`config.mk`:
```
export PLATFORM = sky130hd
export DESIGN_NAME = mppt_po_controlador
export DESIGN_NICKNAME = d
export VERILOG_FILES = /design/src/rtl/mppt_pkg.sv /design/src/rtl/mppt_duty_step.sv /design/src/rtl/mppt_po_controlador.sv
export SDC_FILE = /design/constraint.sdc
export NUM_CORES = 1
export LEC_CHECK = 0
export CAP_MARGIN = 15
export CORE_MARGIN = 3
export CORE_UTILIZATION = 49
export DETAILED_ROUTE_END_ITERATION = 7
export PLACE_DENSITY = 0.69
export SLEW_MARGIN = 20
export SYNTH_ARGS = -nofsm -noshare
export SYNTH_HDL_FRONTEND = slang
export SYNTH_SLANG_ARGS = --single-unit
```
`constraint.sdc`:
```
create_clock -name clk -period 9.7 [get_ports clk]
set_input_delay 2.91 -clock clk [delete_from_list [all_inputs] [get_ports clk]]
set_output_delay 2.91 -clock clk [all_outputs]
set_load 0.05 [all_outputs]
```
`src/rtl/mppt_pkg.sv`:
```
// Shared encodings and default widths for the perturb-and-observe MPPT core.
// Imported by the controller top and by its duty-step helper.
package mppt_pkg;

  localparam int unsigned W_ADC_DEF     = 10;
  localparam int unsigned W_DUTY_DEF    = 10;
  localparam int unsigned STEP_DEF      = 4;
  localparam int unsigned DUTY_MIN_DEF  = 50;
  localparam int unsigned DUTY_MAX_DEF  = 950;
  localparam int unsigned DUTY_INIT_DEF = 512;

  typedef enum logic [2:0] {
    ST_IDLE    = 3'd0,
    ST_POWER   = 3'd1,
    ST_COMPARE = 3'd2,
    ST_PERTURB = 3'd3
  } mppt_state_e;

  localparam logic [1:0] FLAG_EQ    = 2'b00;
  localparam logic [1:0] FLAG_UP    = 2'b01;
  localparam logic [1:0] FLAG_DN    = 2'b10;
  localparam logic [1:0] FLAG_NOREF = 2'b11;

  localparam logic DIR_UP = 1'b1;
  localparam logic DIR_DN = 1'b0;

  // Power comparison result as a flag; a missing reference overrides everything.
  function automatic logic [1:0] power_flag(input logic ref_ok,
                                            input logic [31:0] p_now,
                                            input logic [31:0] p_old);
    logic [1:0] f;
    if (!ref_ok) begin
      f = FLAG_NOREF;
    end else if (p_now > p_old) begin
      f = FLAG_UP;
    end else if (p_now < p_old) begin
      f = FLAG_DN;
    end else begin
      f = FLAG_EQ;
    end
    return f;
  endfunction

endpackage

```
`src/rtl/mppt_duty_step.sv`:
```
// Combinational duty perturbation: step in the current direction, clamp to the
// allowed window and reverse direction whenever a clamp is reached.
module mppt_duty_step
  import mppt_pkg::*;
#(
  parameter int unsigned W_DUTY   = W_DUTY_DEF,
  parameter int unsigned STEP     = STEP_DEF,
  parameter int unsigned DUTY_MIN = DUTY_MIN_DEF,
  parameter int unsigned DUTY_MAX = DUTY_MAX_DEF
) (
  input  logic [W_DUTY-1:0] duty,
  input  logic              dir,
  input  logic [1:0]        flag,
  output logic [W_DUTY-1:0] duty_next,
  output logic              dir_next
);

  localparam logic [W_DUTY:0]   STEP_W  = (W_DUTY+1)'(STEP);
  localparam logic [W_DUTY:0]   MIN_W   = (W_DUTY+1)'(DUTY_MIN);
  localparam logic [W_DUTY:0]   MAX_W   = (W_DUTY+1)'(DUTY_MAX);
  localparam logic [W_DUTY-1:0] MIN_N   = W_DUTY'(DUTY_MIN);
  localparam logic [W_DUTY-1:0] MAX_N   = W_DUTY'(DUTY_MAX);

  logic [W_DUTY:0] duty_wide_s;
  logic [W_DUTY:0] cand_s;

  // One-bit-wider step; on the way down the extra bit flags a wrap below zero.
  always_comb begin
    duty_wide_s = {1'b0, duty};
    cand_s      = duty_wide_s;
    duty_next   = duty;
    dir_next    = dir;
    if (flag == FLAG_EQ) begin
      duty_next = duty;
      dir_next  = dir;
    end else if (dir == DIR_UP) begin
      cand_s = duty_wide_s + STEP_W;
      if (cand_s >= MAX_W) begin
        duty_next = MAX_N;
        dir_next  = DIR_DN;
      end else begin
        duty_next = cand_s[W_DUTY-1:0];
        dir_next  = dir;
      end
    end else begin
      cand_s = duty_wide_s - STEP_W;
      if (cand_s[W_DUTY] || (cand_s <= MIN_W)) begin
        duty_next = MIN_N;
        dir_next  = DIR_UP;
      end else begin
        duty_next = cand_s[W_DUTY-1:0];
        dir_next  = dir;
      end
    end
  end

endmodule

```
`src/rtl/mppt_po_controlador.sv`:
```
// Perturb-and-observe MPPT control core: one sample per four cycles, forms
// v*i, compares with the previous power and steps the duty command.
module mppt_po_controlador
  import mppt_pkg::*;
#(
  parameter int unsigned W_ADC     = W_ADC_DEF,
  parameter int unsigned W_DUTY    = W_DUTY_DEF,
  parameter int unsigned STEP      = STEP_DEF,
  parameter int unsigned DUTY_MIN  = DUTY_MIN_DEF,
  parameter int unsigned DUTY_MAX  = DUTY_MAX_DEF,
  parameter int unsigned DUTY_INIT = DUTY_INIT_DEF
) (
  input  logic              clk,
  input  logic              rst,
  input  logic              sample_valid,
  input  logic [W_ADC-1:0]  v_in,
  input  logic [W_ADC-1:0]  i_in,
  output logic              busy,
  output logic [W_DUTY-1:0] duty,
  output logic              duty_valid,
  output logic [2:0]        state,
  output logic [1:0]        flag
);

  localparam int unsigned    W_P       = 2 * W_ADC;
  localparam logic [W_DUTY-1:0] DUTY_RST = W_DUTY'(DUTY_INIT);

  mppt_state_e       state_r;
  logic [W_ADC-1:0]  v_r;
  logic [W_ADC-1:0]  i_r;
  logic [W_P-1:0]    p_r;
  logic [W_P-1:0]    p_prev_r;
  logic              p_prev_ok_r;
  logic [1:0]        flag_r;
  logic              dir_r;
  logic [W_DUTY-1:0] duty_r;
  logic              duty_valid_r;
  logic [W_DUTY-1:0] duty_next_s;
  logic              dir_next_s;

  mppt_duty_step #(
    .W_DUTY   (W_DUTY),
    .STEP     (STEP),
    .DUTY_MIN (DUTY_MIN),
    .DUTY_MAX (DUTY_MAX)
  ) u_duty_step (
    .duty      (duty_r),
    .dir       (dir_r),
    .flag      (flag_r),
    .duty_next (duty_next_s),
    .dir_next  (dir_next_s)
  );

  // Sample / power / compare / perturb sequencer with all outputs registered.
  always_ff @(posedge clk or negedge rst) begin
    if (!rst) begin
      state_r      <= ST_IDLE;
      v_r          <= {W_ADC{1'b0}};
      i_r          <= {W_ADC{1'b0}};
      p_r          <= {W_P{1'b0}};
      p_prev_r     <= {W_P{1'b0}};
      p_prev_ok_r  <= 1'b0;
      flag_r       <= FLAG_EQ;
      dir_r        <= DIR_UP;
      duty_r       <= DUTY_RST;
      duty_valid_r <= 1'b0;
    end else begin
      duty_valid_r <= 1'b0;
      case (state_r)
        ST_IDLE: begin
          if (sample_valid) begin
            v_r     <= v_in;
            i_r     <= i_in;
            state_r <= ST_POWER;
          end else begin
            state_r <= ST_IDLE;
          end
        end
        ST_POWER: begin
          p_r     <= W_P'(v_r) * W_P'(i_r);
          state_r <= ST_COMPARE;
        end
        ST_COMPARE: begin
          flag_r <= power_flag(p_prev_ok_r, 32'(p_r), 32'(p_prev_r));
          // Falling power means the last perturbation went the wrong way.
          if (p_prev_ok_r && (p_r < p_prev_r)) begin
            dir_r <= ~dir_r;
          end else begin
            dir_r <= dir_r;
          end
          p_prev_r    <= p_r;
          p_prev_ok_r <= 1'b1;
          state_r     <= ST_PERTURB;
        end
        ST_PERTURB: begin
          duty_r       <= duty_next_s;
          dir_r        <= dir_next_s;
          duty_valid_r <= 1'b1;
          state_r      <= ST_IDLE;
        end
        default: begin
          state_r <= ST_IDLE;
        end
      endcase
    end
  end

  assign state      = state_r;
  assign busy       = (state_r != ST_IDLE);
  assign flag       = flag_r;
  assign duty       = duty_r;
  assign duty_valid = duty_valid_r;

endmodule
```
After elaboration in Yosys (flattened, before gate mapping)

Index checks and enable logic that the tools add are counted.

Input bits: 23
Flip-flop bits (word level): 78

Bitwise logic cells: 2
$add $sub $neg: 2
Reductions and logical operators: 9
Multiply operators: 1
Muxes and demuxes: 15
Eq/ne operators: 5
Magnitude comparators: 5

Operator list:

| operator                                                                               | count |
|---|---|
| 20-bit < comparator                                                                    | 2 |
| 10-bit 2-to-1 mux                                                                      | 3 |
| 20-bit > comparator                                                                    | 1 |
| 10-bit by 10-bit multiplier with 20-bit output                                         | 1 |
| 10-bit by 3-bit adder with 11-bit output (second input constant)                       | 1 |
| 11-bit by 10-bit greater-or-equal comparator with 1-bit output (second input constant) | 1 |
| 11-bit by 6-bit <= comparator with 1-bit output (second input constant)                | 1 |
| 10-bit by 3-bit subtractor with 11-bit output (second input constant)                  | 1 |
| 3-bit one-hot mux with 3 select lines                                                  | 1 |
| 1-bit 2-to-1 mux                                                                       | 7 |
| 3-bit by 2-bit equality test with 1-bit output (second input constant)                 | 2 |
| 2-bit 2-to-1 mux                                                                       | 3 |
| 2-bit != test (second input constant)                                                  | 2 |
| 2-bit AND reduction                                                                    | 2 |
| 3-bit by 1-bit equality test with 1-bit output (second input constant)                 | 1 |
| 3-bit zero test                                                                        | 1 |
| 3-bit AND reduction                                                                    | 1 |
| 3-bit nonzero test                                                                     | 1 |
| 2-bit zero test                                                                        | 1 |
| 1-bit inverter                                                                         | 2 |
| 1-bit one-hot mux with 2 select lines                                                  | 1 |
| 2-bit nonzero test                                                                     | 1 |
| 1-bit logical AND                                                                      | 1 |
| 1-bit logical OR                                                                       | 1 |

Depth between registers and ports, before layout

Depth after elaboration: 7
Mapped depth: 20

Modules after synthesis

From an unflattened synthesis, not the netlist that was laid out.

Cell total of the unflattened synthesis: 789
Area, all modules: 7,492.2 um^2

By module, submodules not included:

| module              | area each (um^2) | times used | cells each |
|---|---|---|---|
| mppt_po_controlador | 6,672.6          | 1          | 661 |
| mppt_duty_step      | 819.5            | 1          | 128 |

Worst setup path before layout

OpenSTA, ideal clock, no wires.

Kind: register to register
Start: register v_r[5]
End: register p_r[17]
Cell stages (with the launch flop): 21
Path slack: 4.478 ns
Buffers on the path: 1
Clock period less this slack: 5.222 ns
Data arrival time: 5.106 ns
Cells stage by stage: dfrtp_1 -> clkbuf_1 -> nand2_1 -> fa_1 -> inv_1 -> fa_1 -> inv_1 -> fa_1 -> inv_1 -> fa_1 -> inv_1 -> fa_1 -> inv_1 -> ha_1 -> a21oi_1 -> o21ai_0 -> nand3b_1 -> a41o_1 -> and3_1 -> or4_1 -> o311ai_0

Longest elaborated chain between the ends: 1

Ends and longest elaborated chain:

| element                                        | line                      | text |
|---|---|---|
| start, declared                                | mppt_po_controlador.sv:29 | `logic [W_ADC-1:0] v_r;` |
| start signal, assigned                         | mppt_po_controlador.sv:58 | `v_r <= {W_ADC{1'b0}};` |
| start signal, assigned                         | mppt_po_controlador.sv:72 | `v_r <= v_in;` |
| 10-bit by 10-bit multiplier with 20-bit output | mppt_po_controlador.sv:80 | `p_r <= W_P'(v_r) * W_P'(i_r);` |
| end signal, assigned                           | mppt_po_controlador.sv:60 | `p_r <= {W_P{1'b0}};` |
| end signal, assigned                           | mppt_po_controlador.sv:80 |  |
| end, declared                                  | mppt_po_controlador.sv:31 | `logic [W_P-1:0] p_r;` |

Every way passes these cells.
A chain may end at the register's enable or synchronous reset.

Worst setup path after layout

Ends and elaborated chain as after synthesis.

==> run summary <==
## Floorplan
• initial cell density of the core: 51.4%
• core region area: 14200 sq um
• number of placement rows: 43
• Die X: 128 microns
• Die Ht: 128 microns
• number of ports placed on the die boundary: 40
• Die Footprint: 16400 sq um

## CTS
• number of levels the H-tree was split into: 3
• cells resized by post-CTS repair: 0
• buffers from clock root to sink, at most: 2
• number of CTS-inserted buffers: 9
• # hold bufs at CTS: 0
• Clock transition at path regs: 70 ps
• CTS Root Buffer Type: sky130_fd_sc_hd__clkbuf_16
• clock tree from TritonCTS: yes
• number of sinks driven by the clock tree: 76
• number of buffers added for setup after CTS: 0
• latest clock arrival within the worst-skew pair: 360 ps

## Placed design
• dpl cell area: 7740 sq um
• count of buffers inserted at the top-level ports: 37
• cell count after placement: 957
• Detail Placement HPWL: 11.9 mm
• routability cong.: 0.888

## Route
• routed vias: 5450
• mean routed wirelength per cell: 16.1 microns
• routed wire length: 15.7 mm
• starting DRC count in detailed routing: 372
• top metal layer carrying routed signals: met4
• drt pass-1 iters: 5
• wire length on met3: 522 microns
• drt drc: 0
• ratio of routed vias to standard cells: 5.60
• number of nets with antenna violations after routing: 0
• met1 wire length: 6.97 mm
• wire length on met2: 7.91 mm

## Synthesis
• number of warnings issued by yosys: 0
• synthesized flop and latch total: 76
• synthesized area per cell: 9.35 sq um
• area of the mapped netlist: 7310 sq um
• proportion of synthesized flip-flops having asynchronous set or reset: 100%
• Cells after Synth: 781
• Top FF cell, synth: sky130_fd_sc_hd__dfrtp_1
• sequential fraction of the synthesis area: 26.1%
• count of unique library cells instantiated by Yosys: 64
• number of flops mapped to enable cells by yosys: 0

## Outcome
• run status: complete, no violations

## Layout
• footprint of the multi-input gates: 4860 sq um
• commonest cells after routing, fill and taps aside: 98 x sky130_fd_sc_hd__inv_1, 83 x sky130_fd_sc_hd__nand2_1, 82 x sky130_fd_sc_hd__ha_1
• count of filler cells inserted in the layout: 1263
• Final #Nets: 956
• most frequent standard cell in the layout excluding fill and tap cells: sky130_fd_sc_hd__inv_1
• Antenna diodes: 0
• share of cells above drive strength 1: 8.44%
• final cell area excluding filler cells: 8110 sq um
• area overhead of the layout relative to synthesis: 11.0%
• number of standard cells in the layout, taps in and fillers out: 974
• area of all sequential standard cells: 1900 sq um

## Global routing
• wire length of the first global-routing pass: 27.0 mm
• vias in the first global route: 5569
• antenna violations before repair: 0
• pin count of the biggest net entering global routing: 77
• grt ovf: 0
• global router's overall resource usage: 20.4%

## Run
• Max-Cap Viols: 0

## Worst setup path
• crit path capture type: register
• maximum net fanout on the critical path: 11
• R2R setup slack: 4170 ps
• Data required, critical path: 9920 ps
• type of the setup path with the least slack: register to register
• launching element type of the critical path: register
• Arrival @ worst endpoint: 5750 ps

## STA
• setup repair after global routing missed its margin: no
• Max-Slew Margin vs Limit: 40.1%
• final slew viol count: 0
• worst hold slack after final layout: 503 ps
• slew at the pin closest to its max-slew limit: 896 ps
• period utilisation layout: 57.0%
• Tmin final: 5530 ps
• final worst clock skew: 11.1 ps
• maximum operating frequency: 0.181 GHz
• setup TNS: 0 ps
• Final Setup Violations: 0
• final hold violations: 0

## Hold path
• class of the tightest hold or removal check: register to register

==> stage by stage <==
| step | util (%) | setup WS [ps] |
|---|---|---|
| final | 57.1 | 4170 |
| after global routing | 57.1 | 3880 |
| after CTS | 57.0 | 4150 |
| after detailed placement | 54.5 | 4170 |
| after global placement | 54.5 | 4360 |
| after floorplan | - | 4480 |
==> routing by layer <==
metal | vias up | track usage, %
met5 | - | 0
met1 | 2699 | 26.6
met3 | 19 | 3.42
met2 | 115 | 34.8
li1 | 2617 | -
met4 | 0 | 6.24
==> final cells by class <==
class	count	share of cell area, %
clock buffer	9	2.78
clock inverter	7	1.50
inverter	98	4.53
multi-input combinational	563	59.9
sequential	76	23.5
tap	180	2.78
timing repair buffer	41	5.06
==> logic make-up after synthesis <==
logic type	Yosys count	synth area share (%)
AND/OR/NAND/NOR	236	16.3
flip-flops	76	26.1
XOR/XNOR	16	1.92
other	1	0.0513
multiplexers	39	5.93
adder cells (fa/ha/maj)	144	31.0
buffers and inverters	143	7.50
AO/OA/AOI/OAI	126	11.2
==> worst max-delay path, cell delays in order (launching register included) <==
cell and delay, ps:
sky130_fd_sc_hd__dfrtp_1 530, sky130_fd_sc_hd__nand2_1 140, sky130_fd_sc_hd__fa_1 550, sky130_fd_sc_hd__inv_1 60, sky130_fd_sc_hd__fa_1 510, sky130_fd_sc_hd__inv_1 50
sky130_fd_sc_hd__fa_1 470, sky130_fd_sc_hd__inv_1 50, sky130_fd_sc_hd__fa_1 530, sky130_fd_sc_hd__inv_1 50, sky130_fd_sc_hd__fa_1 520, sky130_fd_sc_hd__inv_1 40
sky130_fd_sc_hd__ha_1 360, sky130_fd_sc_hd__a21oi_1 180, sky130_fd_sc_hd__o21ai_0 130, sky130_fd_sc_hd__nand3b_1 180, sky130_fd_sc_hd__a41o_1 230, sky130_fd_sc_hd__and3_1 210
sky130_fd_sc_hd__or4_1 470, sky130_fd_sc_hd__o311ai_0 130
==> path summary, 6_finish.rpt <==
check	startpoint	end	depth (start not counted)
max in group asynchronous	rst	i_r[6]	2
hold reg to reg	duty[1]	duty[1]	2
hold / removal	duty[1]	duty[1]	2
setup / recovery	v_r[5]	p_r[17]	19
min in group asynchronous	rst	p_prev_r[5]	1
setup reg to reg	v_r[5]	p_r[17]	19
==> Yosys cell counts (4+ instances only) <==
master | number | area share, %
sky130_fd_sc_hd__inv_1 | 98 | 5.0
sky130_fd_sc_hd__nand2_1 | 83 | 4.3
sky130_fd_sc_hd__ha_1 | 82 | 14
sky130_fd_sc_hd__dfrtp_1 | 74 | 25
sky130_fd_sc_hd__fa_1 | 62 | 17
sky130_fd_sc_hd__and2_1 | 55 | 4.7
sky130_fd_sc_hd__o21ai_0 | 36 | 2.5
sky130_fd_sc_hd__clkbuf_1 | 35 | 1.8
sky130_fd_sc_hd__mux2_2 | 34 | 5.2
sky130_fd_sc_hd__nor2_1 | 32 | 1.6
sky130_fd_sc_hd__a21oi_1 | 29 | 2.0
sky130_fd_sc_hd__nand3_1 | 15 | 1.0
sky130_fd_sc_hd__nor3_1 | 13 | 0.89
sky130_fd_sc_hd__xnor2_1 | 11 | 1.3
sky130_fd_sc_hd__nand4_1 | 10 | 0.86
sky130_fd_sc_hd__a21o_1 | 9 | 0.92
sky130_fd_sc_hd__a31oi_1 | 8 | 0.69
sky130_fd_sc_hd__o21a_1 | 6 | 0.62
sky130_fd_sc_hd__and3_1 | 5 | 0.43
sky130_fd_sc_hd__buf_1 | 5 | 0.26
sky130_fd_sc_hd__mux2i_1 | 5 | 0.69
sky130_fd_sc_hd__xor2_1 | 5 | 0.60
sky130_fd_sc_hd__o211ai_1 | 4 | 0.41
==> registers in the layout, indices dropped and copies added, names as in the netlist, 2 cells and up <==
name / cells
p_prev_r: 20
p_r: 20
i_r: 10
v_r: 10
duty: 9
flag: 2
state: 2
Power is not shown: default switching activity piles up to over one toggle a cycle in this logic, so the estimate is an artifact.
